===== src/rtl/prog_seq_pkg.sv =====
// Shared types and defaults for the instruction-fetch run controller.
package prog_seq_pkg;

  typedef enum logic [1:0] {IDLE, LOAD, RUN, DONE} seq_state_t;

  localparam int PROG_SEL_MAX = 2;

  localparam logic [9:0] START_ADDR0_DEF = 10'd0;
  localparam logic [9:0] START_ADDR1_DEF = 10'd128;
  localparam logic [9:0] START_ADDR2_DEF = 10'd256;

  function automatic logic prog_sel_valid(input logic [1:0] sel);
    return int'(sel) <= PROG_SEL_MAX;
  endfunction

endpackage


===== src/rtl/prog_sequencer_cycle_counter.sv =====
// Run-length counter: synchronous clear, count enable, terminal-count flag.
module seq_cycle_counter #(
  parameter int            CW         = 16,
  parameter logic [CW-1:0] MAX_CYCLES = 16'hFFFF
) (
  input  logic          CLK,
  input  logic          Reset_n,
  input  logic          clr,
  input  logic          en,
  output logic [CW-1:0] count,
  output logic          tc
);

  // tc marks the last permitted cycle, so count tops out at MAX_CYCLES and never wraps
  assign tc = (count == MAX_CYCLES - CW'(1));

  always_ff @(posedge CLK or negedge Reset_n) begin
    if (!Reset_n) begin
      count <= '0;
    end else if (clr) begin
      count <= '0;
    end else if (en) begin
      count <= count + CW'(1);
    end
  end

endmodule


===== src/rtl/prog_sequencer.sv =====
// Run controller between the start/done handshake and the fetch unit.
// state | meaning
// IDLE  | fetch frozen, waiting for Start
// LOAD  | one cycle, fetch unit loads Start_addr
// RUN   | program executing, cycles counted
// DONE  | run finished (halt, timeout or bad Prog_sel), waiting for Start
module prog_sequencer
  import prog_seq_pkg::*;
#(
  parameter int            AW          = 10,
  parameter int            CW          = 16,
  parameter logic [CW-1:0] MAX_CYCLES  = 16'hFFFF,
  parameter logic [AW-1:0] START_ADDR0 = AW'(START_ADDR0_DEF),
  parameter logic [AW-1:0] START_ADDR1 = AW'(START_ADDR1_DEF),
  parameter logic [AW-1:0] START_ADDR2 = AW'(START_ADDR2_DEF)
) (
  input  logic          CLK,
  input  logic          Reset_n,
  input  logic          Start,
  input  logic [1:0]    Prog_sel,
  input  logic          Halt_instr,
  input  logic          Stall,
  output logic          Fetch_init,
  output logic          Fetch_halt,
  output logic [AW-1:0] Start_addr,
  output logic          Busy,
  output logic          Done,
  output logic          Timeout,
  output logic          Err,
  output logic [CW-1:0] Cycle_count
);

  seq_state_t    state_q, state_d;
  logic          start_req;
  logic          sel_ok;
  logic          run_end;
  logic          tc;
  logic [AW-1:0] sel_addr;

  seq_cycle_counter #(
    .CW         (CW),
    .MAX_CYCLES (MAX_CYCLES)
  ) u_cnt (
    .CLK     (CLK),
    .Reset_n (Reset_n),
    .clr     (state_q == LOAD),
    .en      (state_q == RUN),
    .count   (Cycle_count),
    .tc      (tc)
  );

  assign sel_ok    = prog_sel_valid(Prog_sel);
  assign start_req = Start && ((state_q == IDLE) || (state_q == DONE));
  assign run_end   = (state_q == RUN) && (Halt_instr || tc);

  always_comb begin
    case (Prog_sel)
      2'd0:    sel_addr = START_ADDR0;
      2'd1:    sel_addr = START_ADDR1;
      default: sel_addr = START_ADDR2;
    endcase
  end

  always_ff @(posedge CLK or negedge Reset_n) begin
    if (!Reset_n) begin
      state_q <= IDLE;
    end else begin
      state_q <= state_d;
    end
  end

  always_comb begin
    state_d = state_q;
    case (state_q)
      IDLE, DONE: if (Start) state_d = sel_ok ? LOAD : DONE;
      LOAD:       state_d = RUN;
      RUN:        if (Halt_instr || tc) state_d = DONE;
      default:    state_d = IDLE;
    endcase
  end

  // Status registers; halt beats timeout when both land in the same cycle
  always_ff @(posedge CLK or negedge Reset_n) begin
    if (!Reset_n) begin
      Start_addr <= '0;
      Err        <= 1'b0;
      Timeout    <= 1'b0;
    end else if (start_req) begin
      Err     <= !sel_ok;
      Timeout <= 1'b0;
      if (sel_ok) Start_addr <= sel_addr;
    end else if (run_end) begin
      Timeout <= !Halt_instr;
    end
  end

  assign Fetch_init = (state_q == LOAD);
  assign Busy       = (state_q == LOAD) || (state_q == RUN);
  assign Done       = (state_q == DONE);
  assign Fetch_halt = (state_q == RUN) ? (Stall | Halt_instr) : 1'b1;

endmodule


===== config.mk =====
export PLATFORM = sky130hd
export DESIGN_NAME = prog_sequencer
export DESIGN_NICKNAME = d
export VERILOG_FILES = /design/src/rtl/prog_seq_pkg.sv /design/src/rtl/prog_sequencer_cycle_counter.sv /design/src/rtl/prog_sequencer.sv
export SDC_FILE = /design/constraint.sdc
export NUM_CORES = 1
export LEC_CHECK = 0
export CAP_MARGIN = 5
export CORE_ASPECT_RATIO = 1.2
export CORE_MARGIN = 2
export CORE_UTILIZATION = 47
export DETAILED_ROUTE_END_ITERATION = 6
export PLACE_DENSITY = 0.9
export SLEW_MARGIN = 20
export SYNTH_ARGS = -nofsm -noshare
export SYNTH_HDL_FRONTEND = slang
export SYNTH_SLANG_ARGS = --single-unit

===== constraint.sdc =====
create_clock -name CLK -period 2.2 [get_ports CLK]
set_input_delay 0.44 -clock CLK [delete_from_list [all_inputs] [get_ports CLK]]
set_output_delay 0.44 -clock CLK [all_outputs]
set_load 0.1 [all_outputs]

==> tab_implementation.tex, run 1 <==
\begin{tabular}{lr}
\hline
Metric & Value \\
\hline
\multicolumn{2}{l}{\textbf{Critical path}} \\
\quad R2r worst-path depth & 6 \\
\quad Worst endpoint required time & around 1.8 ns \\
\quad Element type at the critical path start & flip-flop \\
\quad Arrival time reported for the critical path endpoint & 1.63 ns \\
\quad Kind of end point of the critical path & primary output \\
\quad Crit Path Max Fanout & 13 \\
\quad Type of the worst setup path & reg2out \\
\multicolumn{2}{l}{\textbf{STA}} \\
\quad Post-layout minimum cycle time & approximately 2.1 ns \\
\quad Hold Violations, Final & 0 \\
\quad Highest attainable clock frequency & just under 0.5 GHz \\
\quad Setup tns final & 0 ns \\
\quad Unrepaired setup endpoints after global routing & false \\
\quad Maximum clock skew at final layout & 0.01359 ns \\
\quad Number of setup violations in the final report & 0 \\
\quad Period utilisation layout & roughly 94\% \\
\quad Final Max Tran Viols & 0 \\
\multicolumn{2}{l}{\textbf{Yosys}} \\
\quad Predominant post-synthesis flop cell & dfrtp\_1 \\
\quad Proportion of synthesized chip area in sequential cells & approximately two fifths \\
\quad Number of synthesized flops with an enable pin & 0 \\
\quad Post-Synthesis Mean Instance Area & around 9.0 um2 \\
\quad Top cell types by occurrence after synthesis & dfrtp\_1, nor2\_1, nand2\_1 \\
\quad Ys Warns & 0 \\
\quad Yosys reg bits & 22 \\
\quad Number of distinct library cells after synthesis & 36 \\
\quad Cell types with the largest area share after synthesis & dfrtp\_1, ha\_1, nor2\_1, buf\_4, nand2\_1 \\
\quad Cell area after synthesis & 1318 um2 \\
\quad Most frequent cell after synthesis & dfrtp\_1 \\
\quad Yosys top cell area share & a little over two fifths \\
\quad Number of instances in the synthesized netlist & between 100 and 150 \\
\quad Most area-hungry cell type in the Yosys netlist & dfrtp\_1 \\
\quad Async set-or-reset flop fraction in the synthesized netlist & 100.0\% \\
\multicolumn{2}{l}{\textbf{Hold path}} \\
\quad Hold Crit Class & in2async \\
\multicolumn{2}{l}{\textbf{Routing}} \\
\quad Wire length reported by the detailed router & 2847 um \\
\quad Number of detailed-routing iterations run before antenna repair & 4 \\
\quad Routed via count & $\sim$1100 \\
\quad Average vias per placed instance & approximately 5.4 \\
\quad Detailed-route DRC error count & 0 \\
\quad Antenna-violating nets left & 0 \\
\quad Wire per inst & 13.43 um \\
\quad Starting DRC count in detailed routing & 34 \\
\multicolumn{2}{l}{\textbf{Pwr}} \\
\quad Switching pwr & approximately 1.3 mW \\
\quad Cell leakage power & approximately 0.82 nW \\
\quad Power per standard cell area & approximately 1400 nW/um2 \\
\quad Total power & about 2.4 mW \\
\quad Share of power burned in registers & roughly 25\% \\
\quad Clock share of power & a little over an eighth \\
\quad Peak supply drop & 1.663 mV \\
\quad Design internal power & 1.036 mW \\
\quad Share of power burned in combinational logic & between 60\% and 70\% \\
\quad Switching share of power & between 50\% and 60\% \\
\multicolumn{2}{l}{\textbf{Global routing}} \\
\quad Antenna violations before repair & 0 \\
\quad Largest net degree at the start of global routing & 23 \\
\quad Vias in the first global route & between 1000 and 1500 \\
\quad All-layer global routing usage & approximately a fifth \\
\quad First-pass GRT wire length & 4830 um \\
\quad Total congestion overflow after global routing & 0 \\
\multicolumn{2}{l}{\textbf{Clocking}} \\
\quad Clock slew at the register clock pins of the worst setup and hold paths & around 0.13 ns \\
\quad Hold-fix buffers, CTS & 0 \\
\quad Max H-tree Level & 1 \\
\quad Clock tree buffer depth & 2 \\
\quad CTS Buf Count & 3 \\
\quad Clock latency at the later pin of the worst-skew pair & between 0.3 and 0.4 ns \\
\quad \# resized after CTS & 0 \\
\quad Clock tree root driver cell & clkbuf\_4 \\
\quad Buffer count from post-CTS setup fixing & 0 \\
\quad Clock tree from TritonCTS & yes \\
\quad CTS sink count & 22 \\
\multicolumn{2}{l}{\textbf{Cells and area}} \\
\quad Nets@finish & between 150 and 200 \\
\quad Combined flip-flop and latch cell area & $\sim$550 um2 \\
\quad Fraction of layout cells with a size suffix above 1 & a little over a fifth \\
\quad Area delta synth->final & 25.83\% \\
\quad Count of fill cells added during filler insertion & between 200 and 250 \\
\quad Count of inserted antenna diode cells & 0 \\
\quad Multi-input gate area in the final layout & about 700 um2 \\
\multicolumn{2}{l}{\textbf{Place}} \\
\quad Weighted congestion reported at the end of routability-driven placement & between 0.8 and 0.9 \\
\quad Number of port buffers & 30 \\
\quad HPWL after DPL & roughly 2200 um \\
\multicolumn{2}{l}{\textbf{Floorplan}} \\
\quad Ports & 39 \\
\quad Floorplan die area & about 3200 um2 \\
\quad Area of the core region & about 2700 um2 \\
\quad Count of standard-cell rows & 21 \\
\quad Die span in x & between 50 and 60 um \\
\quad Chip height & around 62 um \\
\quad Initial Utilization & 48.21\% \\
\multicolumn{2}{l}{\textbf{Run status}} \\
\quad Result of the run & finished, final reports clean \\
\multicolumn{2}{l}{\textbf{Job}} \\
\quad Number of violations of the max-capacitance limit & 0 \\
\hline
\end{tabular}
-- kinds of logic after synthesis --
logic type / Yosys count / share of synthesized area, %
and+or+nand+nor: 68 / 27.83
AOI/OAI and AO/OA: 27 / 12.91
DFF: 22 / 41.79
buffers and inverters: 16 / 7.502
xor gates and xnor gates: 6 / 3.989
adders and majority gates: 6 / 5.698
other: 1 / 0.2846
-- critical path, stage by stage, from the launching register on --
cell	delay (ns)
dfrtp_1	0.47
inv_1	0.07
ha_1	0.32
buf_4	0.19
inv_1	0.10
buf_12	0.18
-- layer usage --
layer  GRT usage, %  share of wire [%]
met5              0                  0
met4          9.890               0.56
met2          35.71                 56
met1          24.11                 40
met3          2.632                3.4
-- cells in the final DEF (no fill, tap or decap), types with 2 or more instances in the layout --
master and n:
nand2_1 16, a211oi_1 3, nand2b_1 5, a31oi_1 4
nor3_1 3, nor2b_1 2, buf_4 24, nor2_1 20
inv_1 4, buf_12 3, nand3_1 5, o31ai_1 2
nand4_1 2, ha_1 5, and3_1 4, a41o_1 2
o21ai_0 9, xnor2_1 3, xor2_1 3, clkdlybuf4s50_1 6
clkbuf_4 3, or3_1 3, a21oi_1 4, conb_1 8
dfrtp_1 22
-- state kept, by name, indices dropped and copies added, names as in the netlist --
register     flops
u_cnt.count     16
Err              1
Start_addr       2
Timeout          1
state_q          2
-- layout make-up --
type / instances / share of cell area [%]
Clock buffer: 3 / 1.358
Clock inverter: 1 / 1.811
Inverter: 4 / 0.9057
Multi-Input combinational cell: 115 / 42.04
Sequential cell: 22 / 33.21
Tap cell: 34 / 2.566
Timing Repair Buffer: 33 / 18.11
-- per-stage QoR --
| step | instance area [um2] | hold WS, ns | std cells | utilization [%] | worst slack (ns) |
|---|---|---|---|---|---|
| floorplan | 1346 | 0.1444 | 153 | - | 0.0009586 |
| global placement | 1605 | 0.4707 | 208 | 58.75 | 0.3915 |
| detailed placement | 1605 | 0.4995 | 208 | 58.75 | 0.2865 |
| CTS | 1658 | 0.4664 | 212 | 60.67 | 0.1349 |
| global route | 1658 | 0.4904 | 212 | 60.67 | 0.03076 |
| finish | 1658 | 0.4585 | 212 | 60.67 | 0.1258 |
-- power by group through the flow --
stage / Clock (mW) / Sequential (mW) / Combinational (mW)
2_1_floorplan: 0 / 1.04 / 0.678
3_3_place_gp: 0 / 0.590 / 1.46
3_5_place_dp: 0 / 0.599 / 1.48
4_1_cts: 0.319 / 0.590 / 1.48
5_1_grt: 0.335 / 0.605 / 1.55
6_report: 0.311 / 0.591 / 1.48
-- path summary, 6_finish.rpt --
path                                              from                           to  slack, ns
worst max register to register  state_q[0]$_DFFE_PN0P_  u_cnt.count[13]$_DFFE_PN0P_       0.27
worst min-delay path                           Reset_n  u_cnt.count[14]$_DFFE_PN0P_       0.46
min in group CLK                       Err$_DFFE_PN0P_              Err$_DFFE_PN0P_       0.52
max in group asynchronous                      Reset_n   u_cnt.count[3]$_DFFE_PN0P_       1.51
worst max-delay path            state_q[0]$_DFFE_PN0P_                         Busy       0.13
worst min register to register         Err$_DFFE_PN0P_              Err$_DFFE_PN0P_       0.52
No activity file was read; power rests on OpenSTA's default activity.
==> run 2: changes to the inputs <==
--- a/config.mk
+++ b/config.mk
@@ -10,7 +10,7 @@
 export CORE_MARGIN = 2
 export CORE_UTILIZATION = 47
 export DETAILED_ROUTE_END_ITERATION = 6
-export PLACE_DENSITY = 0.9
+export PLACE_DENSITY = 0.84
 export SLEW_MARGIN = 20
 export SYNTH_ARGS = -nofsm -noshare
 export SYNTH_HDL_FRONTEND = slang
==> run 2 against run 1 <==
Utilization shrank 0.55 points. Worst hold slack lost 0.0017 ns. Global-route usage shrank 1.8 points. Flip-flop and latch count is the same. Die area is the same. Combinational power is essentially flat. Largest power group unchanged.
==> tab_implementation.tex, run 2 (same netlist as run 1, synthesis figures left out) <==
\begin{tabular}{lr}
\hline
Metric & Value \\
\hline
\multicolumn{2}{l}{\textbf{Critical path}} \\
\quad Cell-by-cell listing of the critical path & inv\_1, ha\_1, buf\_4, inv\_1, buf\_12 \\
\quad Worst endpoint required time & 1.76 ns (about the same) \\
\quad Critical path's slowest cell & dfrtp\_2 \\
\quad Type of the worst setup path & reg2out \\
\quad Kind of end point of the critical path & primary output \\
\quad Worst path max stage delay & 0.44 ns (-0.03 ns) \\
\quad Crit Path Max Fanout & 8 (-5) \\
\quad R2r worst-path depth & 6 (unchanged) \\
\quad Cell mode on critical path & inv\_1 \\
\quad Origin of the worst setup path & state\_q[0]\$\_DFFE\_PN0P\_ \\
\quad Arrival time reported for the critical path endpoint & 1.67 ns (+0.04 ns) \\
\quad Start of the worst register-to-register path & state\_q[0]\$\_DFFE\_PN0P\_ \\
\quad Element type at the critical path start & flip-flop \\
\multicolumn{2}{l}{\textbf{Clocking}} \\
\quad Clock tree buffer depth & 2 (unchanged) \\
\quad Max H-tree Level & 1 (unchanged) \\
\quad Clock tree root driver cell & clkbuf\_4 \\
\quad CTS sink count & 22 (unchanged) \\
\quad Hold-fix buffers, CTS & 0 (unchanged) \\
\quad Clock tree from TritonCTS & yes \\
\quad Clock latency at the later pin of the worst-skew pair & 0.31 ns (about the same) \\
\quad CTS Buf Count & 3 (unchanged) \\
\quad Clock slew at the register clock pins of the worst setup and hold paths & 0.13 ns (about the same) \\
\multicolumn{2}{l}{\textbf{Routing}} \\
\quad Average vias per placed instance & 5.382 (-0.35\%) \\
\quad Routed via count & 1141 (-0.35\%) \\
\quad Antenna-violating nets left & 0 (unchanged) \\
\quad Starting DRC count in detailed routing & 30 (-12\%) \\
\quad Number of detailed-routing iterations run before antenna repair & 4 (unchanged) \\
\quad Wire per inst & 13.44 um (about the same) \\
\quad Wire length reported by the detailed router & 2849 um (about the same) \\
\quad Detailed-route DRC error count & 0 (unchanged) \\
\multicolumn{2}{l}{\textbf{Place}} \\
\quad Placed inst area & 1605 um2 (unchanged) \\
\quad Number of port buffers & 30 (unchanged) \\
\quad HPWL after DPL & 2117 um (-3.0\%) \\
\quad Weighted congestion reported at the end of routability-driven placement & 0.7978 (-2.4\%) \\
\multicolumn{2}{l}{\textbf{Floorplan}} \\
\quad Die span in x & 52.33 um (unchanged) \\
\quad Floorplan die area & 3244 um2 (unchanged) \\
\quad Ports & 39 (unchanged) \\
\quad Count of standard-cell rows & 21 (unchanged) \\
\quad Initial Utilization & 48.21\% (unchanged) \\
\quad Area of the core region & 2733 um2 (unchanged) \\
\quad Chip height & 62 um (unchanged) \\
\multicolumn{2}{l}{\textbf{Pwr}} \\
\quad Peak supply drop & 1.877 mV (+13\%) \\
\quad Power per standard cell area & 1408 nW/um2 (-2.0\%) \\
\quad Cell leakage power & 0.8113 nW (-0.92\%) \\
\multicolumn{2}{l}{\textbf{STA}} \\
\quad Maximum clock skew at final layout & 0.008219 ns (-0.005376 ns) \\
\quad Period utilisation layout & 95.72\% (+1.4 points) \\
\quad Final Max Tran Viols & 0 (unchanged) \\
\quad Highest attainable clock frequency & 0.4749 GHz (-1.5\%) \\
\quad Setup tns final & 0 ns (unchanged) \\
\quad Number of setup violations in the final report & 0 (unchanged) \\
\quad Unrepaired setup endpoints after global routing & false \\
\quad Hold Violations, Final & 0 (unchanged) \\
\quad Post-layout minimum cycle time & 2.106 ns (+0.03168 ns) \\
\multicolumn{2}{l}{\textbf{Cells and area}} \\
\quad Highest-count cells in the layout ignoring fill and taps & buf\_4, dfrtp\_1, nor2\_1 \\
\quad Most common cell after layout, fill and taps aside & buf\_4 \\
\quad Largest registers in the final layout & u\_cnt.count x16, Start\_addr x2, state\_q x2 \\
\quad Max FFs per register & 16 (unchanged) \\
\quad Count of inserted antenna diode cells & 0 (unchanged) \\
\quad Area delta synth->final & 24.69\% \\
\quad Final cell area excluding filler cells & 1643 um2 (-0.91\%) \\
\quad Count of fill cells added during filler insertion & 259 (+8.4\%) \\
\quad Fraction of layout cells with a size suffix above 1 & 22.47\% (+0.56 points) \\
\quad Register with the most flip-flops & u\_cnt.count \\
\quad Nets@finish & 192 (unchanged) \\
\multicolumn{2}{l}{\textbf{Global routing}} \\
\quad All-layer global routing usage & 18.33\% (-1.8 points) \\
\quad Vias in the first global route & 994 (-9.0\%) \\
\quad Total congestion overflow after global routing & 0 (unchanged) \\
\quad First-pass GRT wire length & 4416 um (-8.6\%) \\
\quad Largest net degree at the start of global routing & 23 (unchanged) \\
\quad Antenna violations before repair & 0 (unchanged) \\
\multicolumn{2}{l}{\textbf{Hold path}} \\
\quad Hold Crit Class & in2async \\
\multicolumn{2}{l}{\textbf{Job}} \\
\quad Number of violations of the max-capacitance limit & 0 (unchanged) \\
\multicolumn{2}{l}{\textbf{Run status}} \\
\quad Result of the run & finished, final reports clean \\
\hline
\end{tabular}
==> run 2: per-stage QoR <==
stage | total power [mW] | hold slack [ns] | setup slack, ns | util [%] | cells
final | 2.313 | 0.4568 | 0.09413 | 60.12 | 212
after global routing | 2.421 | 0.4805 | 0.02908 | 60.12 | 212
after CTS | 2.315 | 0.4702 | 0.03941 | 60.07 | 212
after detailed placement | 2.085 | 0.4978 | 0.1657 | 58.75 | 208
after global placement | 2.049 | 0.4781 | 0.3157 | 58.75 | 208
after floorplan | 1.716 | 0.1444 | 0.0009586 | - | 153
==> run 2: per-layer routing <==
layer | global-route usage (%) | vias up | routed length (um)
li1 | - | 555 | -
met1 | 24.92 | 544 | 1290
met2 | 30.36 | 40 | 1382
met3 | 2.871 | 2 | 155
met4 | 5.495 | 0 | 21
met5 | 0 | - | 0
==> run 2: what timing repair did <==
action                                  in CTS  in global routing
endpoints found under the setup margin       0                  1
resized for setup                            0                  1
setup buffers                                0                  0
==> run 2: final timing paths <==
path,to,slack [ns]
setup / recovery,Busy,0.09
hold / removal,u_cnt.count[7]$_DFFE_PN0P_,0.46
setup reg to reg,u_cnt.count[11]$_DFFE_PN0P_,0.22
hold reg to reg,Err$_DFFE_PN0P_,0.52
max in group asynchronous,state_q[0]$_DFFE_PN0P_,1.50
min in group CLK,Err$_DFFE_PN0P_,0.52
==> run 2: power by group <==
part           switching [mW]  leakage [nW]  internal [mW]  total (mW)
sequential              0.112         0.291          0.485       0.597
clock                   0.130        0.0210          0.101       0.231
combinational            1.11         0.500          0.371        1.48
total                    1.36         0.811          0.958        2.31
==> run 2: area by class of cell <==
| class | instances | area [um2] | area share [%] |
|---|---|---|---|
| multi-input combinational | 115 | 696.9 | 42.42 |
| sequential | 22 | 551.8 | 33.59 |
| timing repair buffer | 33 | 300.3 | 18.28 |
| tap | 34 | 42.54 | 2.589 |
| clock buffer | 4 | 36.28 | 2.209 |
| inverter | 4 | 15.01 | 0.9139 |
==> run 2: critical path: cells and delay by family (launching register included) <==
| kind | cells | cell delay [ns] |
|---|---|---|
| fa+ha+maj | 1 | 0.39 |
| buf+inv | 4 | 0.53 |
| flops | 1 | 0.44 |
